`src/rtl/capture_ctrl_pkg.sv`:
```
// rtl/capture_ctrl_pkg.sv - shared state encoding and count scaling for the capture sequencer
package capture_ctrl_pkg;

  typedef enum logic [1:0] {
    IDLE    = 2'd0,
    ARMED   = 2'd1,
    DELAY   = 2'd2,
    READOUT = 2'd3
  } state_t;

  // Count fields are programmed in units of CNT_MUL samples.
  localparam int CNT_MUL   = 4;
  localparam int CNT_SHIFT = 2;

  function automatic int max_int(input int a, input int b);
    return (a > b) ? a : b;
  endfunction

endpackage

```
`src/rtl/capture_ctrl_ld_dcnt.sv`:
```
// rtl/capture_ctrl_ld_dcnt.sv - loadable down-counter with zero/one flags
// Load wins over decrement; decrement stops at zero.
module ld_dcnt #(
  parameter int W = 18
) (
  input  logic         clk,
  input  logic         rst,
  input  logic         load,
  input  logic [W-1:0] val,
  input  logic         dec,
  output logic [W-1:0] cnt,
  output logic         zero,
  output logic         one
);

  always_ff @(posedge clk or posedge rst) begin
    if (rst) begin
      cnt <= '0;
    end else if (load) begin
      cnt <= val;
    end else if (dec && (cnt != '0)) begin
      cnt <= cnt - W'(1);
    end
  end

  assign zero = (cnt == '0);
  assign one  = (cnt == W'(1));

endmodule

```
`src/rtl/capture_ctrl.sv`:
```
// rtl/capture_ctrl.sv - logic-analyzer capture sequencer: arm, circular write, delay count, readout
// Optional CAPTURE_FILL_GUARD_EN holds off the trigger until enough post-arm samples exist.
module capture_ctrl
  import capture_ctrl_pkg::*;
#(
  parameter int ADDR_W = 12,
  parameter int CNT_W  = 16
) (
  input  logic              clk_i,
  input  logic              rst_i,
  input  logic              set_cnt_i,
  input  logic [2*CNT_W-1:0] cnt_i,
  input  logic              arm_i,
  input  logic              abort_i,
  input  logic              stb_i,
  input  logic              run_i,
  output logic              trg_arm_o,
  output logic              we_o,
  output logic [ADDR_W-1:0] waddr_o,
  output logic [ADDR_W-1:0] raddr_o,
  output logic              rd_valid_o,
  input  logic              rd_ready_i,
  output logic              idle_o
);

  localparam int EW = CNT_W + CNT_SHIFT;
  localparam int XW = max_int(EW, ADDR_W + 1);
  localparam logic [XW-1:0] DEPTH = XW'(1) << ADDR_W;

  state_t state_q, state_d;

  logic [CNT_W-1:0]  rd_field, dly_field;
  logic [ADDR_W-1:0] wptr, raddr;
  logic [XW-1:0]     eff_rd_raw, eff_rd, eff_dly;

  logic arm_go, dly_load, dly_dec, rd_load, rd_dec, raddr_load, fill_ok;
  logic [XW-1:0] dly_cnt, rd_cnt;
  logic dly_zero, dly_one, rd_zero, rd_one;

  assign eff_rd_raw = (XW'(rd_field) + XW'(1)) << CNT_SHIFT;
  assign eff_rd     = (eff_rd_raw > DEPTH) ? DEPTH : eff_rd_raw;
  assign eff_dly    = (XW'(dly_field) + XW'(1)) << CNT_SHIFT;

`ifdef CAPTURE_FILL_GUARD_EN
  localparam logic [ADDR_W:0] FILL_MAX = (ADDR_W+1)'(1) << ADDR_W;
  logic [ADDR_W:0] fill_q;
  logic [XW-1:0]   min_dr;

  always_ff @(posedge clk_i or posedge rst_i) begin
    if (rst_i) begin
      fill_q <= '0;
    end else if (arm_go) begin
      fill_q <= '0;
    end else if (we_o && (fill_q != FILL_MAX)) begin
      fill_q <= fill_q + (ADDR_W+1)'(1);
    end
  end

  // Trigger only once the oldest sample to be read back was written after arm.
  assign min_dr  = (eff_dly < eff_rd) ? eff_dly : eff_rd;
  assign fill_ok = (XW'(fill_q) >= (eff_rd - min_dr));
`else
  assign fill_ok = 1'b1;
`endif

  always_comb begin
    state_d    = state_q;
    trg_arm_o  = 1'b0;
    we_o       = 1'b0;
    rd_valid_o = 1'b0;
    arm_go     = 1'b0;
    dly_load   = 1'b0;
    dly_dec    = 1'b0;
    rd_load    = 1'b0;
    rd_dec     = 1'b0;
    raddr_load = 1'b0;
    if (abort_i) begin
      state_d = IDLE;
    end else begin
      case (state_q)
        IDLE: begin
          if (arm_i) begin
            state_d   = ARMED;
            trg_arm_o = 1'b1;
            arm_go    = 1'b1;
          end
        end
        ARMED: begin
          we_o = stb_i;
          if (run_i && fill_ok) begin
            state_d  = DELAY;
            dly_load = 1'b1;
          end
        end
        DELAY: begin
          we_o = stb_i;
          if (stb_i) begin
            dly_dec = 1'b1;
            if (dly_one) begin
              state_d    = READOUT;
              rd_load    = 1'b1;
              raddr_load = 1'b1;
            end
          end
        end
        READOUT: begin
          rd_valid_o = 1'b1;
          if (rd_ready_i) begin
            rd_dec = 1'b1;
            if (rd_one) begin
              state_d = IDLE;
            end
          end
        end
        default: state_d = IDLE;
      endcase
    end
  end

  always_ff @(posedge clk_i or posedge rst_i) begin
    if (rst_i) begin
      state_q   <= IDLE;
      rd_field  <= '0;
      dly_field <= '0;
      wptr      <= '0;
      raddr     <= '0;
    end else begin
      state_q <= state_d;
      if ((state_q == IDLE) && set_cnt_i && !abort_i) begin
        {dly_field, rd_field} <= cnt_i;
      end
      if (arm_go) begin
        wptr <= '0;
      end else if (we_o) begin
        wptr <= wptr + ADDR_W'(1);
      end
      // Readout starts at the final delay write and walks backwards in time.
      if (raddr_load) begin
        raddr <= wptr;
      end else if (rd_dec) begin
        raddr <= raddr - ADDR_W'(1);
      end
    end
  end

  ld_dcnt #(.W(XW)) u_dly_cnt (
    .clk  (clk_i),
    .rst  (rst_i),
    .load (dly_load),
    .val  (eff_dly),
    .dec  (dly_dec),
    .cnt  (dly_cnt),
    .zero (dly_zero),
    .one  (dly_one)
  );

  ld_dcnt #(.W(XW)) u_rd_cnt (
    .clk  (clk_i),
    .rst  (rst_i),
    .load (rd_load),
    .val  (eff_rd),
    .dec  (rd_dec),
    .cnt  (rd_cnt),
    .zero (rd_zero),
    .one  (rd_one)
  );

  logic unused_cnt;
  assign unused_cnt = ^{dly_cnt, rd_cnt, dly_zero, rd_zero};

  assign waddr_o = wptr;
  assign raddr_o = raddr;
  assign idle_o  = (state_q == IDLE);

endmodule
```
`config.mk`:
```
export PLATFORM = sky130hd
export DESIGN_NAME = capture_ctrl
export DESIGN_NICKNAME = d
export VERILOG_FILES = /design/src/rtl/capture_ctrl_pkg.sv /design/src/rtl/capture_ctrl_ld_dcnt.sv /design/src/rtl/capture_ctrl.sv
export SDC_FILE = /design/constraint.sdc
export NUM_CORES = 1
export LEC_CHECK = 0
export BUFFER_PORTS_ARGS = -buffer_cell sky130_fd_sc_hd__buf_2
export CORE_AREA = 2 2 100 141
export CTS_BUF_LIST = sky130_fd_sc_hd__clkbuf_2 sky130_fd_sc_hd__clkbuf_4 sky130_fd_sc_hd__clkbuf_8
export DETAILED_ROUTE_END_ITERATION = 6
export DIE_AREA = 0 0 102 143
export PLACE_DENSITY = 0.63
export SYNTH_ARGS = -nofsm -noshare
export SYNTH_HDL_FRONTEND = slang
export SYNTH_SLANG_ARGS = --single-unit
```
`constraint.sdc`:
```
create_clock -name clk_i -period 3.13 [get_ports clk_i]
set_input_delay 0.7825 -clock clk_i [delete_from_list [all_inputs] [get_ports clk_i]]
set_output_delay 0.7825 -clock clk_i [all_outputs]
set_load 0.05 [all_outputs]
```
Yosys cells after proc, flatten, opt, wreduce, memory -nomap -nowiden
Cells that the tools add are included.

word-level totals
  register bits after elaboration = 94
  word-level logic and storage cells = 76
  input bits = 40

operators by class
  $add $sub $neg = 6
  order comparisons = 1
  multiplexer cells = 37
  eq/ne operators = 11
  reduce and logical (&&, ||, !) cells = 14

operators by type and width
  operator                                                                            count
  18-bit two-way mux                                                                  5
  12-bit two-way mux                                                                  4
  18-bit by 1-bit equality test with 1-bit output (second input constant)             2
  18-bit nonzero test                                                                 2
  18-bit by 1-bit subtractor with 18-bit output (second input constant)               2
  16-bit by 1-bit adder with 16-bit output (second input constant)                    2
  1-bit two-way mux                                                                   20
  18-bit by 13-bit greater-than comparator with 1-bit output (second input constant)  1
  3-bit != test (second input constant)                                               6
  2-bit two-way mux                                                                   7
  12-bit by 1-bit adder with 12-bit output (second input constant)                    1
  12-bit by 1-bit subtractor with 12-bit output (second input constant)               1
  2-bit one-hot mux with 4 select lines                                               1
  2-bit nonzero test                                                                  4
  6-bit AND reduction                                                                 1
  2-bit equality test (second input constant)                                         2
  1-bit logical AND                                                                   4
  2-bit by 1-bit equality test with 1-bit output (second input constant)              1
  2-bit zero test                                                                     1
  2-bit OR reduction                                                                  1
  1-bit zero test                                                                     1

Longest topological paths before layout
  depth in word-level cells = 6
  gate-level depth with buffers = 9
  gate-level depth less buffers = 8

By module
A second synthesis with hierarchy kept.

second synthesis, totals
  cell total of the unflattened synthesis = 642
  area total of the unflattened synthesis = 5863.1 um^2

by module, submodules not included
  module        instances  cells an instance  seq. area each (um^2)  area an instance (um^2)
  capture_ctrl  1          352                1451.4                 3458.3
  ld_dcnt       2          145                450.4                  1202.4

Least setup slack after synthesis
No wires, ideal clock.

  kind = register to output
  start point = register state_q[0]
  end point = output port trg_arm_o
  required time = 2.348 ns
  path slack = 0.255 ns
  cell stages (with the launch flop) = 6
  path buffers = 1
  arrival = 2.092 ns
  cells stage by stage = dfrtp_1 > inv_1 > ha_1 > inv_1 > nor3b_1 > clkbuf_1

on the way
  cells in the longest elaborated chain, start to end = 3

RTL lines
  element                   line                 RTL
  start: declaration        capture_ctrl.sv:30   state_t state_q, state_d;
  start signal: assignment  capture_ctrl.sv:128  state_q <= state_d;
  2-bit zero test           -
  named net idle_o          capture_ctrl.sv:23   output logic idle_o
  1-bit two-way mux         capture_ctrl.sv:80   case (state_q)
  1-bit two-way mux         capture_ctrl.sv:77   if (abort_i) begin
  end: declaration          capture_ctrl.sv:17   output logic trg_arm_o,

The timed path passes the listed nets, and every way through them passes these cells.

Worst setup path after layout
  start point = register state_q[0]
  end point = output port we_o

on the way
  cells in the longest elaborated chain, start to end = 4

RTL lines
  element                                                                                       line                RTL
  2-bit equality test / 2-bit by 1-bit equality test with 1-bit output (equally long branches)  capture_ctrl.sv:80
  2-bit OR reduction (no source line) *                                                         -
  1-bit two-way mux *                                                                           capture_ctrl.sv:80
  1-bit two-way mux *                                                                           capture_ctrl.sv:77
  end: declaration                                                                              capture_ctrl.sv:18  output logic we_o,

Mark *: on every way between the ends. The rest lies on a longest branch, timed or not.

==> run summary <==
The flow ran to the end, and the final reports show no timing, DRC or antenna violations. The placer congestion estimate is 0.831. The period utilization is 0.831.

The overall die width is 102 um. The maximum clock frequency came out at 384 MHz. The critical path in this run is classified as flop to output pin. The antenna diode count came out at 0. The number of optimization iterations in the first detailed-route pass came out at 5.

Post-CTS timing repair inserted 0 buffers for setup. The number of synthesized flops with an enable pin came out at 0. The sequential share of power came out at 0.436. Among all stages on the critical path, the largest delay is contributed by dfrtp_1. The largest voltage drop on the vdd net is 326 uV. Ranked by total cell area, the synthesized netlist is headed by dfrtp_1, xnor2_1, mux2_2, xor2_1, nor2_1. After layout, the worst setup slack is 0.527 ns. The library cell used as clock root buffer is clkbuf_8. The number of levels in the clock H-tree is 3. The clock-pin slew on the worst setup and hold paths is 0.09 ns. The most used flip-flop cell after synthesis is dfrtp_1. The unique cell type count in the Yosys netlist is 49. Entering global routing, the biggest net connects 33 pins. For this run, the register share of the synthesized area comes to 0.450.

The count of port buffers added during placement is 67. The area of the die is 14600 sq um. The combinational fraction of design power came out at 0.420.

The number of nets in the synthesized netlist is 577. After the flow finishes, the layout carries non-filler instances totaling 783. The number of antenna violations at the first check in global routing came out at 0. The maximum cell stage delay along the critical path came out at 0.39 ns. The final layout contains routed wiring with a total length of 10.9 mm. The proportion of synthesized flip-flops having asynchronous set or reset came out at 1.00. The overflow left after global routing came out at 0. TritonCTS built the clock tree.

The global-route wire length before repair is 18.4 mm. The setup violation total in the final timing report is 0. The average instance area after synthesis is 10.0 sq um. The standby leakage power came out at 2.65 nW. The ratio of cells with drive above 1 in the final layout came out at 0.221. The worst path buffer plus inverter count is 2. The average vias per placed instance is 5.05. The gate count of the mapped netlist came out at 522. The core box area is 13300 sq um. The sum of negative setup slack came out at 0 ns.

68 I/O pins were placed. The detailed router's first-iteration violation count is 114. The number of maximum-capacitance constraint violations came out at 0. Setup repair after global routing left no endpoint under its margin.

The CTS sink count came out at 94. The final period demand of the worst path is 2.60 ns. The internal power is 2.98 mW. The layout overhead on the synthesized area is 14.6%. The filler cell count came out at 1298. STA classifies the critical path startpoint as a flop. The library cells used most frequently in the layout, excluding fill and tap cells, are dfrtp_1, buf_2, nor2_1.

The total routing resource utilization after global routing came out at 0.159. The post-cts hold buffer count is 0. The library cell used most frequently in the layout, excluding fill and tap cells, is dfrtp_1.

The final worst clock skew is 0.00756 ns. Counting the buffers created by CTS gives 9. The count of nets after finishing came out at 651.

The fraction of synthesized cell area taken by the top area cell type came out at 0.450. The power spent charging and discharging nets is 2.21 mW. The final number of max-transition violations is 0. The number of storage elements in the synthesis netlist came out at 94. The switching fraction of total power came out at 0.426.

The part of the total power dissipated in the clock network is 0.144. The largest fanout on the critical path is 6. Of all cell types, the one taking the most synthesized area is dfrtp_1.

The final-report hold violation count is 0. The path class of the tightest hold or removal check is input pin to asynchronous set/reset pin. The remaining design rule violation count is 0.

The number of routed nets with antenna violations came out at 0. In this run the core area contains 50 standard-cell rows. For this configuration, the core starts out at a cell density of 0.394. The worst-case clock buffer depth is 2. The critical path goes through inv_1 -> ha_1 -> and3b_1 -> buf_2.

The detail-routed net length per standard cell is 14.0 um. The transition time at the pin with the least slew margin is 0.653 ns. The capturing element type of the critical path is an output pin. The placement-stage worst setup slack is 0.408 ns. Grouping stages by cell kind, the critical path spends the most delay in buffers and inverters. The power density over cell area came out at 866 nW/um^2. Detailed placement ended at an HPWL of 8.22 mm. Data on the critical path arrives at its endpoint at 1.82 ns. The required time at the endpoint of the critical path is 2.35 ns. The headroom to the max-slew limit is 0.564. The cell area that synthesis handed to floorplanning was 5220 sq um. The warning count from the yosys run is 0. Post-CTS repair changed the size of 0 cells. Once placement completed, the tool counted placed cells totaling 767.

The number of global-route vias before repair is 3950. The number of vias after detailed routing is 3954. The worst hold margin came out at 0.354 ns. The clock latency of the later-clocked register in the worst-skew pair came out at 0.37 ns.

The floorplan step set the die height to 143 um.
cell type report:
| type | count | area (sq um) | area share |
|---|---|---|---|
| Sequential cell | 94 | 2350 | 0.393 |
| Clock buffer | 11 | 145 | 0.0242 |
| Tap cell | 182 | 228 | 0.0380 |
| Timing Repair Buffer | 76 | 403 | 0.0673 |
| Multi-Input combinational cell | 396 | 2750 | 0.459 |
| Clock inverter | 5 | 35.0 | 0.00585 |
| Inverter | 19 | 75.1 | 0.0125 |
cell usage after synthesis (2+ instances only):
| cell type | n |
|---|---|
| nor3b_1 | 2 |
| nand2_1 | 35 |
| and2_1 | 5 |
| or2_2 | 2 |
| ha_1 | 15 |
| xor2_1 | 33 |
| a31oi_1 | 2 |
| nor2_1 | 63 |
| o211ai_1 | 3 |
| o22ai_1 | 10 |
| xnor2_1 | 44 |
| o21ai_0 | 13 |
| nand4_1 | 11 |
| mux2_2 | 33 |
| nor4_1 | 12 |
| a21oi_1 | 19 |
| clkbuf_1 | 11 |
| nand3b_1 | 6 |
| a211oi_1 | 2 |
| nor3_1 | 12 |
| and4_1 | 4 |
| dfrtp_1 | 94 |
| or4_1 | 4 |
| nand2b_1 | 2 |
| inv_1 | 19 |
| nand3_1 | 22 |
| and3_1 | 5 |
| mux2i_1 | 10 |
| or3_1 | 8 |
| o31ai_1 | 2 |
metal layers:
| layer | share of wire | routed length, um | track usage | vias to the layer above |
|---|---|---|---|---|
| met5 | 0 | 0 | 0 | - |
| met3 | 0.037 | 409 | 0.0225 | 13 |
| met1 | 0.45 | 4950 | 0.203 | 1892 |
| met2 | 0.49 | 5370 | 0.268 | 77 |
| met4 | 0.020 | 218 | 0.0667 | 0 |
| li1 | - | - | - | 1972 |
sequential cells by signal, indices dropped and copies added (netlist names):
register / count
u_dly_cnt.cnt: 18
state_q: 2
u_rd_cnt.cnt: 18
waddr_o: 12
dly_field: 16
rd_field: 16
raddr_o: 12
power by group through the flow:
stage                     clock (mW)  sequential, mW  combinational (mW)
after global routing           0.821            2.35                2.43
after CTS                      0.779            2.27                2.20
after detailed placement           0            2.29                2.18
after floorplan                    0            2.41                1.53
after global placement             0            2.26                2.13
final                          0.749            2.26                2.18
metrics by stage:
| stage | instance area, sq um | util | power [mW] |
|---|---|---|---|
| 3_3_place_gp | 5810 | 0.438 | 4.39 |
| 5_1_grt | 5990 | 0.452 | 5.60 |
| 6_report | 5990 | 0.452 | 5.19 |
| 3_5_place_dp | 5810 | 0.438 | 4.47 |
| 2_1_floorplan | 5230 | - | 3.94 |
| 4_1_cts | 5990 | 0.452 | 5.24 |
path summary, 6_finish.rpt:
path | end | slack (ns) | startpoint | cells past startpoint
max | we_o | 0.53 | state_q[0] | 4
min | waddr_o[2] | 0.35 | rst_i | 2
max reg2reg | u_rd_cnt.cnt[11] | 0.54 | u_rd_cnt.cnt[2] | 6
min reg2reg | dly_field[5] | 0.54 | dly_field[5] | 1
max in group asynchronous | u_dly_cnt.cnt[6] | 2.11 | rst_i | 3
min in group clk_i | dly_field[5] | 0.54 | dly_field[5] | 1
logic make-up after synthesis:
family | count (synthesis) | synth area share
flip-flops | 94 | 0.450
buffers and inverters | 32 | 0.0232
AO/OA/AOI/OAI | 60 | 0.0719
AND/OR/NAND/NOR | 201 | 0.199
multiplexers | 43 | 0.0903
XOR/XNOR | 77 | 0.129
adder cells (fa/ha/maj) | 15 | 0.0359
(Power assumes the default switching activity.)
